<file path="config.mk">
export PLATFORM = sky130hd
export DESIGN_NAME = multicycle_ctrl_flat
export DESIGN_NICKNAME = d
export VERILOG_FILES = /design/src/rtl/multicycle_ctrl_pkg.sv /design/src/rtl/multicycle_ctrl_if.sv /design/src/rtl/multicycle_ctrl_mem_wait_timer.sv /design/src/rtl/multicycle_ctrl.sv /design/src/flat_wrapper.sv
export SDC_FILE = /design/constraint.sdc
export NUM_CORES = 1
export LEC_CHECK = 0
export CORE_MARGIN = 2
export CORE_UTILIZATION = 48
export CTS_CLUSTER_DIAMETER = 30
export DETAILED_ROUTE_END_ITERATION = 8
export PLACE_DENSITY = 0.83
export RECOVER_POWER = 50
export REMOVE_ABC_BUFFERS = 1
export SLEW_MARGIN = 30
export SYNTH_ARGS = -nofsm -noshare
export SYNTH_HDL_FRONTEND = slang
export SYNTH_SLANG_ARGS = --single-unit
</file>
<file path="constraint.sdc">
create_clock -name clk -period 4.6 [get_ports clk]
set_input_delay 0.92 -clock clk [delete_from_list [all_inputs] [get_ports clk]]
set_output_delay 0.92 -clock clk [all_outputs]
set_load 0.02 [all_outputs]
</file>
<file path="src/rtl/multicycle_ctrl_pkg.sv">
// Shared definitions for the multicycle MIPS controller: state encodings,
// opcodes, ALU operation and ALU B-source select codes, control bundle.
package multicycle_ctrl_pkg;

   typedef enum logic [3:0] {
      FETCH    = 4'd0,
      DECODE   = 4'd1,
      ADDR     = 4'd2,
      MEM_RD   = 4'd3,
      MEM_WB   = 4'd4,
      MEM_WR   = 4'd5,
      EXEC_R   = 4'd6,
      EXEC_ORI = 4'd7,
      ALU_WB   = 4'd8,
      BRANCH   = 4'd9
   } state_e;

   localparam logic [5:0] OP_RTYPE = 6'b000000;
   localparam logic [5:0] OP_LW    = 6'b100011;
   localparam logic [5:0] OP_SW    = 6'b101011;
   localparam logic [5:0] OP_BEQ   = 6'b000100;
   localparam logic [5:0] OP_ORI   = 6'b001101;

   localparam logic [1:0] ALU_ADD   = 2'b00;
   localparam logic [1:0] ALU_SUB   = 2'b01;
   localparam logic [1:0] ALU_FUNCT = 2'b10;
   localparam logic [1:0] ALU_OR    = 2'b11;

   localparam logic [1:0] SRCB_RT     = 2'b00;
   localparam logic [1:0] SRCB_FOUR   = 2'b01;
   localparam logic [1:0] SRCB_IMM    = 2'b10;
   localparam logic [1:0] SRCB_IMM_SH = 2'b11;

   // Datapath control bundle produced by the state decoder each cycle.
   typedef struct packed {
      logic       pc_wrt;
      logic       pc_src;
      logic       ir_wrt;
      logic       iord;
      logic       mem_read;
      logic       mem_wrt;
      logic       reg_wrt;
      logic       reg_dst;
      logic       mem_reg;
      logic       alu_src_a;
      logic [1:0] alu_src_b;
      logic [1:0] alu_op;
   } ctrl_t;

endpackage

</file>
<file path="src/rtl/multicycle_ctrl_if.sv">
// Controller <-> datapath signal bundle. The controller side is "master".
// CTRL_PERF_CNT_EN adds the cycle_cnt / inst_cnt performance counters.
interface multicycle_ctrl_if;
   logic [5:0] op;
   logic       zero;
   logic       mem_ready;
   logic       pc_wrt_sig;
   logic       pc_src_sig;
   logic       ir_wrt_sig;
   logic       iord_sig;
   logic       mem_read_sig;
   logic       mem_wrt_sig;
   logic       reg_wrt_sig;
   logic       reg_dst_sig;
   logic       mem_reg_sig;
   logic       alu_src_a_sig;
   logic [1:0] alu_src_b_sig;
   logic [1:0] alu_op_sig;
   logic       illegal_sig;
   logic       timeout_sig;
   logic [3:0] state;
`ifdef CTRL_PERF_CNT_EN
   logic [31:0] cycle_cnt;
   logic [31:0] inst_cnt;
`endif

   modport master (
      input  op, zero, mem_ready,
      output pc_wrt_sig, pc_src_sig, ir_wrt_sig, iord_sig, mem_read_sig,
             mem_wrt_sig, reg_wrt_sig, reg_dst_sig, mem_reg_sig,
             alu_src_a_sig, alu_src_b_sig, alu_op_sig, illegal_sig,
             timeout_sig, state
`ifdef CTRL_PERF_CNT_EN
      , output cycle_cnt, inst_cnt
`endif
   );

   modport slave (
      output op, zero, mem_ready,
      input  pc_wrt_sig, pc_src_sig, ir_wrt_sig, iord_sig, mem_read_sig,
             mem_wrt_sig, reg_wrt_sig, reg_dst_sig, mem_reg_sig,
             alu_src_a_sig, alu_src_b_sig, alu_op_sig, illegal_sig,
             timeout_sig, state
`ifdef CTRL_PERF_CNT_EN
      , input cycle_cnt, inst_cnt
`endif
   );
endinterface

</file>
<file path="src/rtl/multicycle_ctrl_mem_wait_timer.sv">
// Memory wait counter with timeout compare. MEM_WAIT_MAX = 0 disables the
// timeout. The counter saturates at MEM_WAIT_MAX so it never wraps.
module mem_wait_timer #(
   parameter int unsigned MEM_WAIT_MAX = 15
) (
   input  logic clk,
   input  logic rst,
   input  logic clr_i,        // entering (or re-entering) a wait state
   input  logic wait_i,       // current state waits on mem_ready
   input  logic mem_ready_i,
   output logic timeout_o
);
   localparam int unsigned CW = (MEM_WAIT_MAX < 2) ? 1 : $clog2(MEM_WAIT_MAX + 1);
   localparam logic [CW-1:0] CNT_MAX = CW'(MEM_WAIT_MAX);

   logic [CW-1:0] cnt_q, cnt_d;

   // Count cycles spent without mem_ready, cleared on every state entry.
   always_comb begin
      cnt_d = cnt_q;
      if (clr_i)
         cnt_d = '0;
      else if (wait_i && !mem_ready_i && (cnt_q != CNT_MAX))
         cnt_d = cnt_q + CW'(1);
   end

   // Wait counter register.
   always_ff @(posedge clk) begin
      if (rst) cnt_q <= '0;
      else     cnt_q <= cnt_d;
   end

   // mem_ready takes priority over a timeout landing on the same cycle.
   assign timeout_o = (MEM_WAIT_MAX != 0) && wait_i && !mem_ready_i && (cnt_q == CNT_MAX);

endmodule

</file>
<file path="src/rtl/multicycle_ctrl.sv">
// Moore controller for the multicycle MIPS datapath (R-type, LW, SW, BEQ,
// ORI). Optional macro CTRL_PERF_CNT_EN adds cycle / retired-instruction
// counters. All control outputs are forced low while rst is high.
module multicycle_ctrl
   import multicycle_ctrl_pkg::*;
#(
   parameter int unsigned MEM_WAIT_MAX = 15
) (
   input logic               clk,
   input logic               rst,
   multicycle_ctrl_if.master bus
);
   state_e state_q, state_d;
   logic   lw_q, lw_d;     // instruction in flight is a load (vs store)
   logic   dst_q, dst_d;   // ALU writeback targets rd (1) or rt (0)
   ctrl_t  ctl, ctl_g;
   logic   illegal_c;
   logic   wait_c, tmr_clr, tmo;

   assign wait_c  = (state_q == FETCH) || (state_q == MEM_RD) || (state_q == MEM_WR);
   assign tmr_clr = tmo || (state_d != state_q);

   mem_wait_timer #(.MEM_WAIT_MAX(MEM_WAIT_MAX)) u_timer (
      .clk        (clk),
      .rst        (rst),
      .clr_i      (tmr_clr),
      .wait_i     (wait_c),
      .mem_ready_i(bus.mem_ready),
      .timeout_o  (tmo)
   );

   // Next-state and control decode; a timeout drops the strobes and refetches.
   always_comb begin
      ctl       = '0;
      state_d   = state_q;
      lw_d      = lw_q;
      dst_d     = dst_q;
      illegal_c = 1'b0;
      case (state_q)
         FETCH: begin
            ctl.mem_read  = 1'b1;
            ctl.alu_src_b = SRCB_FOUR;
            if (bus.mem_ready) begin
               ctl.ir_wrt = 1'b1;
               ctl.pc_wrt = 1'b1;
               state_d    = DECODE;
            end else if (tmo) begin
               ctl.mem_read = 1'b0;
            end
         end
         DECODE: begin
            ctl.alu_src_b = SRCB_IMM_SH;
            lw_d = (bus.op == OP_LW);
            case (bus.op)
               OP_RTYPE:     state_d = EXEC_R;
               OP_LW, OP_SW: state_d = ADDR;
               OP_BEQ:       state_d = BRANCH;
               OP_ORI:       state_d = EXEC_ORI;
               default: begin
                  illegal_c = 1'b1;
                  state_d   = FETCH;
               end
            endcase
         end
         ADDR: begin
            ctl.alu_src_a = 1'b1;
            ctl.alu_src_b = SRCB_IMM;
            state_d = lw_q ? MEM_RD : MEM_WR;
         end
         MEM_RD: begin
            ctl.mem_read = 1'b1;
            ctl.iord     = 1'b1;
            if (bus.mem_ready) begin
               state_d = MEM_WB;
            end else if (tmo) begin
               ctl.mem_read = 1'b0;
               state_d      = FETCH;
            end
         end
         MEM_WB: begin
            ctl.reg_wrt = 1'b1;
            ctl.mem_reg = 1'b1;
            state_d     = FETCH;
         end
         MEM_WR: begin
            ctl.mem_wrt = 1'b1;
            ctl.iord    = 1'b1;
            if (bus.mem_ready) begin
               state_d = FETCH;
            end else if (tmo) begin
               ctl.mem_wrt = 1'b0;
               state_d     = FETCH;
            end
         end
         EXEC_R: begin
            ctl.alu_src_a = 1'b1;
            ctl.alu_src_b = SRCB_RT;
            ctl.alu_op    = ALU_FUNCT;
            dst_d         = 1'b1;
            state_d       = ALU_WB;
         end
         EXEC_ORI: begin
            ctl.alu_src_a = 1'b1;
            ctl.alu_src_b = SRCB_IMM;
            ctl.alu_op    = ALU_OR;
            dst_d         = 1'b0;
            state_d       = ALU_WB;
         end
         ALU_WB: begin
            ctl.reg_wrt = 1'b1;
            ctl.reg_dst = dst_q;
            state_d     = FETCH;
         end
         BRANCH: begin
            ctl.alu_src_a = 1'b1;
            ctl.alu_src_b = SRCB_RT;
            ctl.alu_op    = ALU_SUB;
            ctl.pc_src    = 1'b1;
            ctl.pc_wrt    = bus.zero;
            state_d       = FETCH;
         end
         default: state_d = FETCH;
      endcase
   end

   // State and per-instruction flag registers.
   always_ff @(posedge clk) begin
      if (rst) begin
         state_q <= FETCH;
         lw_q    <= 1'b0;
         dst_q   <= 1'b0;
      end else begin
         state_q <= state_d;
         lw_q    <= lw_d;
         dst_q   <= dst_d;
      end
   end

   assign ctl_g = rst ? '0 : ctl;

   assign bus.pc_wrt_sig    = ctl_g.pc_wrt;
   assign bus.pc_src_sig    = ctl_g.pc_src;
   assign bus.ir_wrt_sig    = ctl_g.ir_wrt;
   assign bus.iord_sig      = ctl_g.iord;
   assign bus.mem_read_sig  = ctl_g.mem_read;
   assign bus.mem_wrt_sig   = ctl_g.mem_wrt;
   assign bus.reg_wrt_sig   = ctl_g.reg_wrt;
   assign bus.reg_dst_sig   = ctl_g.reg_dst;
   assign bus.mem_reg_sig   = ctl_g.mem_reg;
   assign bus.alu_src_a_sig = ctl_g.alu_src_a;
   assign bus.alu_src_b_sig = ctl_g.alu_src_b;
   assign bus.alu_op_sig    = ctl_g.alu_op;
   assign bus.illegal_sig   = !rst && illegal_c;
   assign bus.timeout_sig   = !rst && tmo;
   assign bus.state         = rst ? 4'd0 : state_q;

`ifdef CTRL_PERF_CNT_EN
   logic [31:0] cycle_cnt_q, inst_cnt_q;

   // Free-running cycle count and retired-instruction count (return to FETCH).
   always_ff @(posedge clk) begin
      if (rst) begin
         cycle_cnt_q <= '0;
         inst_cnt_q  <= '0;
      end else begin
         cycle_cnt_q <= cycle_cnt_q + 32'd1;
         if ((state_d == FETCH) && (state_q != FETCH))
            inst_cnt_q <= inst_cnt_q + 32'd1;
      end
   end

   assign bus.cycle_cnt = cycle_cnt_q;
   assign bus.inst_cnt  = inst_cnt_q;
`endif

endmodule
</file>
<file path="src/flat_wrapper.sv">
// flat-port wrapper written by rule: the top's interface ports become plain ports
module multicycle_ctrl_flat import multicycle_ctrl_pkg::*;
#(
   parameter int unsigned MEM_WAIT_MAX = 15
)
  (clk, rst, bus_op, bus_zero, bus_mem_ready, bus_pc_wrt_sig, bus_pc_src_sig, bus_ir_wrt_sig, bus_iord_sig, bus_mem_read_sig, bus_mem_wrt_sig, bus_reg_wrt_sig, bus_reg_dst_sig, bus_mem_reg_sig, bus_alu_src_a_sig, bus_alu_src_b_sig, bus_alu_op_sig, bus_illegal_sig, bus_timeout_sig, bus_state);
  multicycle_ctrl_if bus_i ();
  input logic clk;
  input logic rst;
  input wire logic [$bits(bus_i.op)-1:0] bus_op;
  input wire logic [$bits(bus_i.zero)-1:0] bus_zero;
  input wire logic [$bits(bus_i.mem_ready)-1:0] bus_mem_ready;
  output wire logic [$bits(bus_i.pc_wrt_sig)-1:0] bus_pc_wrt_sig;
  output wire logic [$bits(bus_i.pc_src_sig)-1:0] bus_pc_src_sig;
  output wire logic [$bits(bus_i.ir_wrt_sig)-1:0] bus_ir_wrt_sig;
  output wire logic [$bits(bus_i.iord_sig)-1:0] bus_iord_sig;
  output wire logic [$bits(bus_i.mem_read_sig)-1:0] bus_mem_read_sig;
  output wire logic [$bits(bus_i.mem_wrt_sig)-1:0] bus_mem_wrt_sig;
  output wire logic [$bits(bus_i.reg_wrt_sig)-1:0] bus_reg_wrt_sig;
  output wire logic [$bits(bus_i.reg_dst_sig)-1:0] bus_reg_dst_sig;
  output wire logic [$bits(bus_i.mem_reg_sig)-1:0] bus_mem_reg_sig;
  output wire logic [$bits(bus_i.alu_src_a_sig)-1:0] bus_alu_src_a_sig;
  output wire logic [$bits(bus_i.alu_src_b_sig)-1:0] bus_alu_src_b_sig;
  output wire logic [$bits(bus_i.alu_op_sig)-1:0] bus_alu_op_sig;
  output wire logic [$bits(bus_i.illegal_sig)-1:0] bus_illegal_sig;
  output wire logic [$bits(bus_i.timeout_sig)-1:0] bus_timeout_sig;
  output wire logic [$bits(bus_i.state)-1:0] bus_state;
  assign bus_i.op = bus_op;
  assign bus_i.zero = bus_zero;
  assign bus_i.mem_ready = bus_mem_ready;
  assign bus_pc_wrt_sig = bus_i.pc_wrt_sig;
  assign bus_pc_src_sig = bus_i.pc_src_sig;
  assign bus_ir_wrt_sig = bus_i.ir_wrt_sig;
  assign bus_iord_sig = bus_i.iord_sig;
  assign bus_mem_read_sig = bus_i.mem_read_sig;
  assign bus_mem_wrt_sig = bus_i.mem_wrt_sig;
  assign bus_reg_wrt_sig = bus_i.reg_wrt_sig;
  assign bus_reg_dst_sig = bus_i.reg_dst_sig;
  assign bus_mem_reg_sig = bus_i.mem_reg_sig;
  assign bus_alu_src_a_sig = bus_i.alu_src_a_sig;
  assign bus_alu_src_b_sig = bus_i.alu_src_b_sig;
  assign bus_alu_op_sig = bus_i.alu_op_sig;
  assign bus_illegal_sig = bus_i.illegal_sig;
  assign bus_timeout_sig = bus_i.timeout_sig;
  assign bus_state = bus_i.state;
  multicycle_ctrl #(.MEM_WAIT_MAX(MEM_WAIT_MAX)) u_core (.clk(clk), .rst(rst), .bus(bus_i));
endmodule
</file>
======== Word level (Yosys, flattened, before mapping) ========
Index checks and enable logic that the tools add are counted.
storage, ports and cells
  flip-flop bits (word level) ............. 10
cells by class
  $add $sub $neg .......................... 1
  equality and inequality tests ........... 16
  mux-type cells .......................... 27
  reductions and logical operators ........ 22
operator list
  cell                                                                    number
  4-bit one-hot mux with 6 select lines                                   1
  4-bit 2-to-1 mux                                                        5
  4-bit by 3-bit equality test with 1-bit output (second input constant)  4
  4-bit one-hot mux with 4 select lines                                   1
  1-bit 2-to-1 mux                                                        14
  14-bit 2-to-1 mux                                                       1
  2-bit OR reduction                                                      7
  4-bit equality test (second input constant)                             3
  6-bit equality test (second input constant)                             2
  2-bit one-hot mux with 3 select lines                                   2
  4-bit by 2-bit equality test with 1-bit output (second input constant)  2
  6-bit by 3-bit equality test with 1-bit output (second input constant)  1
  6-bit by 4-bit equality test with 1-bit output (second input constant)  1
  6-bit zero test                                                         1
  1-bit logical AND                                                       5
  5-bit OR reduction                                                      1
  4-bit by 1-bit adder with 4-bit output (second input constant)          1
  4-bit by 1-bit equality test with 1-bit output (second input constant)  1
  4-bit zero test                                                         1
  4-bit inequality test                                                   1
  4-bit inequality test (second input constant)                           1
  1-bit one-hot mux with 2 select lines                                   2
  4-bit OR reduction                                                      1
  1-bit logical OR                                                        3
  other kinds (3)                                                         4

======== Longest topological paths before layout ========
Gate-level depths: netlist of run 1.
  depth in word-level cells ............... 11
  gate-level depth with buffers ........... 6
  depth with buffers taken out ............ 6

======== Cells and area by module ========
Synthesis of run 1 repeated with hierarchy kept, for this count alone.
unflattened totals
  cells, all modules ...................... 130
  area total of the unflattened synthesis .. 947.2 sq um
modules (own cells, without submodules)
  module           instances  cells each  area an instance (sq um)  seq. area each (sq um)
  multicycle_ctrl  1          106         706.9                     120.1
  mem_wait_timer   1          24          240.2                     80.1

======== Least setup slack after synthesis of run 1 ========
No wires, ideal clock.
  path kind ............................... input to output
  start point ............................. in rst
  end point ............................... out bus_alu_op_sig[0]
  data arrival time ....................... 1945 ps
  data required time ...................... 3680 ps
  slack ................................... 1735 ps
  stages on the path ...................... 3
  cells stage by stage .................... nand2b_1 -> nor3_1 -> o21bai_1
on the way
  longest elaborated chain between the ends .. 1
ends and longest elaborated chain
  item               line                    source
  start, declared    flat_wrapper.sv:9       input logic rst;
  14-bit 2-to-1 mux  multicycle_ctrl.sv:139  assign ctl_g = rst ? '0 : ctl;
  end, declared      flat_wrapper.sv:24      output wire logic [$bits(bus_i.alu_op_sig)-1:0] bus_alu_op_sig;
No other way between the ends.

======== Final worst setup path of run 1 ========
  start point ............................. in rst
  end point ............................... out bus_pc_wrt_sig
on the way
  longest elaborated chain between the ends .. 1
ends and longest elaborated chain
  item               line                    source
  14-bit 2-to-1 mux  multicycle_ctrl.sv:139
  end, declared      flat_wrapper.sv:13      output wire logic [$bits(bus_i.pc_wrt_sig)-1:0] bus_pc_wrt_sig;
No other way between the ends.

==> results.cfg, run 1 <==
[logic_synthesis]
synthSimpleGateAreaFrac = 0.407
yosys-top-cells-area = dfxtp_1 22%, nor3_1 8.3%, nor2_1 6.2%, nand2_1 5.4%, a21oi_1 4.4%
synth.area.mux_share = 0.0110
avgSynthCellArea_um2 = 6.82
synth_compound_area_frac = 0.233
synth_adder_area_share = 0.0138
synth_xor_area_frac = 0.0579
synth-async-reset-ratio = 0
syn_area_um2 = 907
synth_seq_cells = 10
synth.distinct_cells = 43
yosysWarningCount = 0
synth-seq-area-share = 0.221
synth_cells = 133
synth_top_family_by_area = simple AND/OR/NAND/NOR gates
synth_ff_type = dfxtp_1
yosys.area.top_type = dfxtp_1
synth_top_area_frac = 0.221
synth-edff-count = 0
yosys-top-cells-count = 15 x nor2_1, 15 x nor3_1, 13 x nand2_1

[sta]
setup_slack_ns = 0.586
hold_viol_final = 0
rsz0062_at_grt = no
clock_skew_ns = 0.00254
relSlewSlack = 0.434
post-route-min-period_ns = 4.01
slew_violations = 0
setup_viol = 0
timing.hold.ws_ns = 0.494
period_share = 0.873
setup_tns_ns = 0
fmax_mhz = 249
tightest_slew_ns = 0.849

[clocking]
clockBufferDepth = 2
clk_latency_ns = 0.26
cts_tree = done
clock_sinks = 10
clk_pin_slew_worst_paths_ns = 0.06
cts_setup_buffers = 0
cts_root_buf = clkbuf_4
post_cts_resized = 0
ctsHoldBuffers = 0
htree_levels = 1
cts-buffers-inserted = 3

[worst_hold_path]
holdPathStages = 2
holdCritPathClass = reg2reg
holdPathEnd = u_core.state_q[1]$_SDFF_PP0_
hp-start = u_core.lw_q$_SDFFE_PP0P_

[setup_path]
path_delay_family = buffers and inverters
crit_type = in2out
cp_slowest_cell = dlygate4sd3_1
reg2reg_slack_ns = 2.54
crit_buf_inv = 2
r2r-end = u_core.u_timer.cnt_q[1]$_SDFFE_PP0P_
r2r-start = u_core.state_q[2]$_SDFF_PP0_
cpPeakStageDelay_ns = 0.69
cp-start-kind = primary input
rr_worst_depth = 5
crit_required_ns = 3.68
crit_arrival_ns = 3.09
cp_max_fo = 12
cp_cell_sequence = dlygate4sd3_1 -> or2_2 -> nor2_1 -> and3_1 -> a21o_1 -> clkdlybuf4s50_1
cp-end-kind = output port

[die]
boundaryPins = 30
start_util = 0.520
row_count = 15
core_mm2 = 0.00175
die-area_mm2 = 0.00225
die_h_um = 47.5
die_x_um = 47.5

[place]
io_buffers = 29
pre_cts_slack_ns = 0.652
place_congestion = 0.876
dp_hpwl_mm = 1.79

[layout]
nets = 169
layout-drive-gt1-share = 0.0449
antenna_cells = 0
area_growth_pct = 32.7

[routing]
vias_per_cell = 5.72
drc = 0
wl_per_cell_um = 13.1
drtAntennaViolNets = 0
first_pass_iters = 4
wirelength_mm = 2.37
first_iter_violations = 28
vias = 1036

[run_status]
outcome = completed

[pwr]
p_leak_nw = 0.454
swShare = 0.288
power.share.sequential = 0.463
clockPowerShare = 0.286
finalPower_mw = 0.199
powerDensity_mw_per_mm2 = 166
internal_power_mw = 0.142
power_frac_comb = 0.252
switchingPower_mw = 0.0575
ir_worst_vdd_v = 0.000145

[grt]
antenna_found_initial = 0
track_usage = 0.227
overflow = 0
grt_pass1_wl_mm = 3.68
grt_max_degree = 27
grt_pass1_vias = 867

[run]
drv_cap = 0
## final cells by class
| type | instances | area, um^2 |
|---|---|---|
| well taps | 25 | 31.3 |
| repair buffers | 29 | 290 |
| flip-flops and latches | 10 | 200 |
| multi-input cells | 110 | 644 |
| clock buffers | 3 | 22.5 |
| inverters | 4 | 15.0 |
| fillers | 172 | 542 |
## logic make-up after synthesis
logic type      after synthesis
simple gates                 71
mux                           1
fa+ha+maj                     1
flops                        10
compound gates               31
xor+xnor                      6
buf+inv                      13
## metrics by stage
stage	util	instance area (um^2)	cells
floorplan	-	871	124
global placement	0.683	1190	178
detailed placement	0.683	1190	178
CTS	0.696	1210	181
global route	0.690	1200	181
finish	0.690	1200	181
## power by group through the flow
stage                     clock [mW]  sequential, mW  combinational, mW
after floorplan                    0          0.0930             0.0280
after global placement             0          0.0939             0.0498
after detailed placement           0          0.0939             0.0508
after CTS                     0.0581          0.0920             0.0512
after global routing          0.0620          0.0924             0.0550
final                         0.0569          0.0922             0.0501
## worst max path at each step
stage | start | to | slack, ns | cells after the start
3_5_place_dp | rst | bus_pc_wrt_sig | 0.65 | 6
5_1_grt | rst | bus_pc_wrt_sig | 0.50 | 6
6_report | rst | bus_pc_wrt_sig | 0.59 | 6
2_1_floorplan | rst | bus_alu_op_sig[0] | 1.72 | 3
3_3_place_gp | rst | bus_pc_wrt_sig | 0.69 | 6
4_1_cts | rst | bus_pc_wrt_sig | 0.64 | 6
## worst register-to-register path, stage by stage (launching register included)
cell     delay (ns)
dfxtp_1        0.87
xor2_1         0.24
a21oi_1        0.14
nor3_1         0.38
mux2i_1        0.24
nor3_1         0.06
## layout by cell type (no fill, tap or decap), types with 2 or more instances in the layout
cell type,netlist,layout
nand3_1,2,2
a211oi_1,2,2
nand2_1,13,13
o21ai_0,3,4
a21oi_1,8,9
and3_1,3,3
inv_1,4,4
xor2_1,2,2
o21a_1,2,2
nor2b_1,6,6
or3_1,4,4
clkdlybuf4s50_1,0,22
dfxtp_1,10,10
nor3_1,15,15
clkbuf_4,0,3
dlygate4sd3_1,0,7
nor4_1,3,3
o31ai_1,2,2
nor2_1,15,15
nand2b_1,2,2
or2_2,2,2
xnor2_1,4,4
## metal layers
| layer | GRT usage | up-vias | share of wire |
|---|---|---|---|
| met2 | 0.389 | 31 | 0.49 |
| met4 | 0.0333 | 0 | 0 |
| met5 | 0 | - | 0 |
| met1 | 0.300 | 479 | 0.46 |
| met3 | 0.0453 | 0 | 0.049 |
| li1 | - | 526 | - |
## sequential cells by signal (all words and copies together) (netlist names)
name	flops
u_core.dst_q	1
u_core.lw_q	1
u_core.state_q	4
u_core.u_timer.cnt_q	4
No activity file was read; power rests on OpenSTA's default activity.
==> inputs of run 2 (changes only) <==
CTS_CLUSTER_DIAMETER = 200   (was 30)
==> results of run 2 <==
No change in the layout: final DEF, timing and power equal those of run 1.
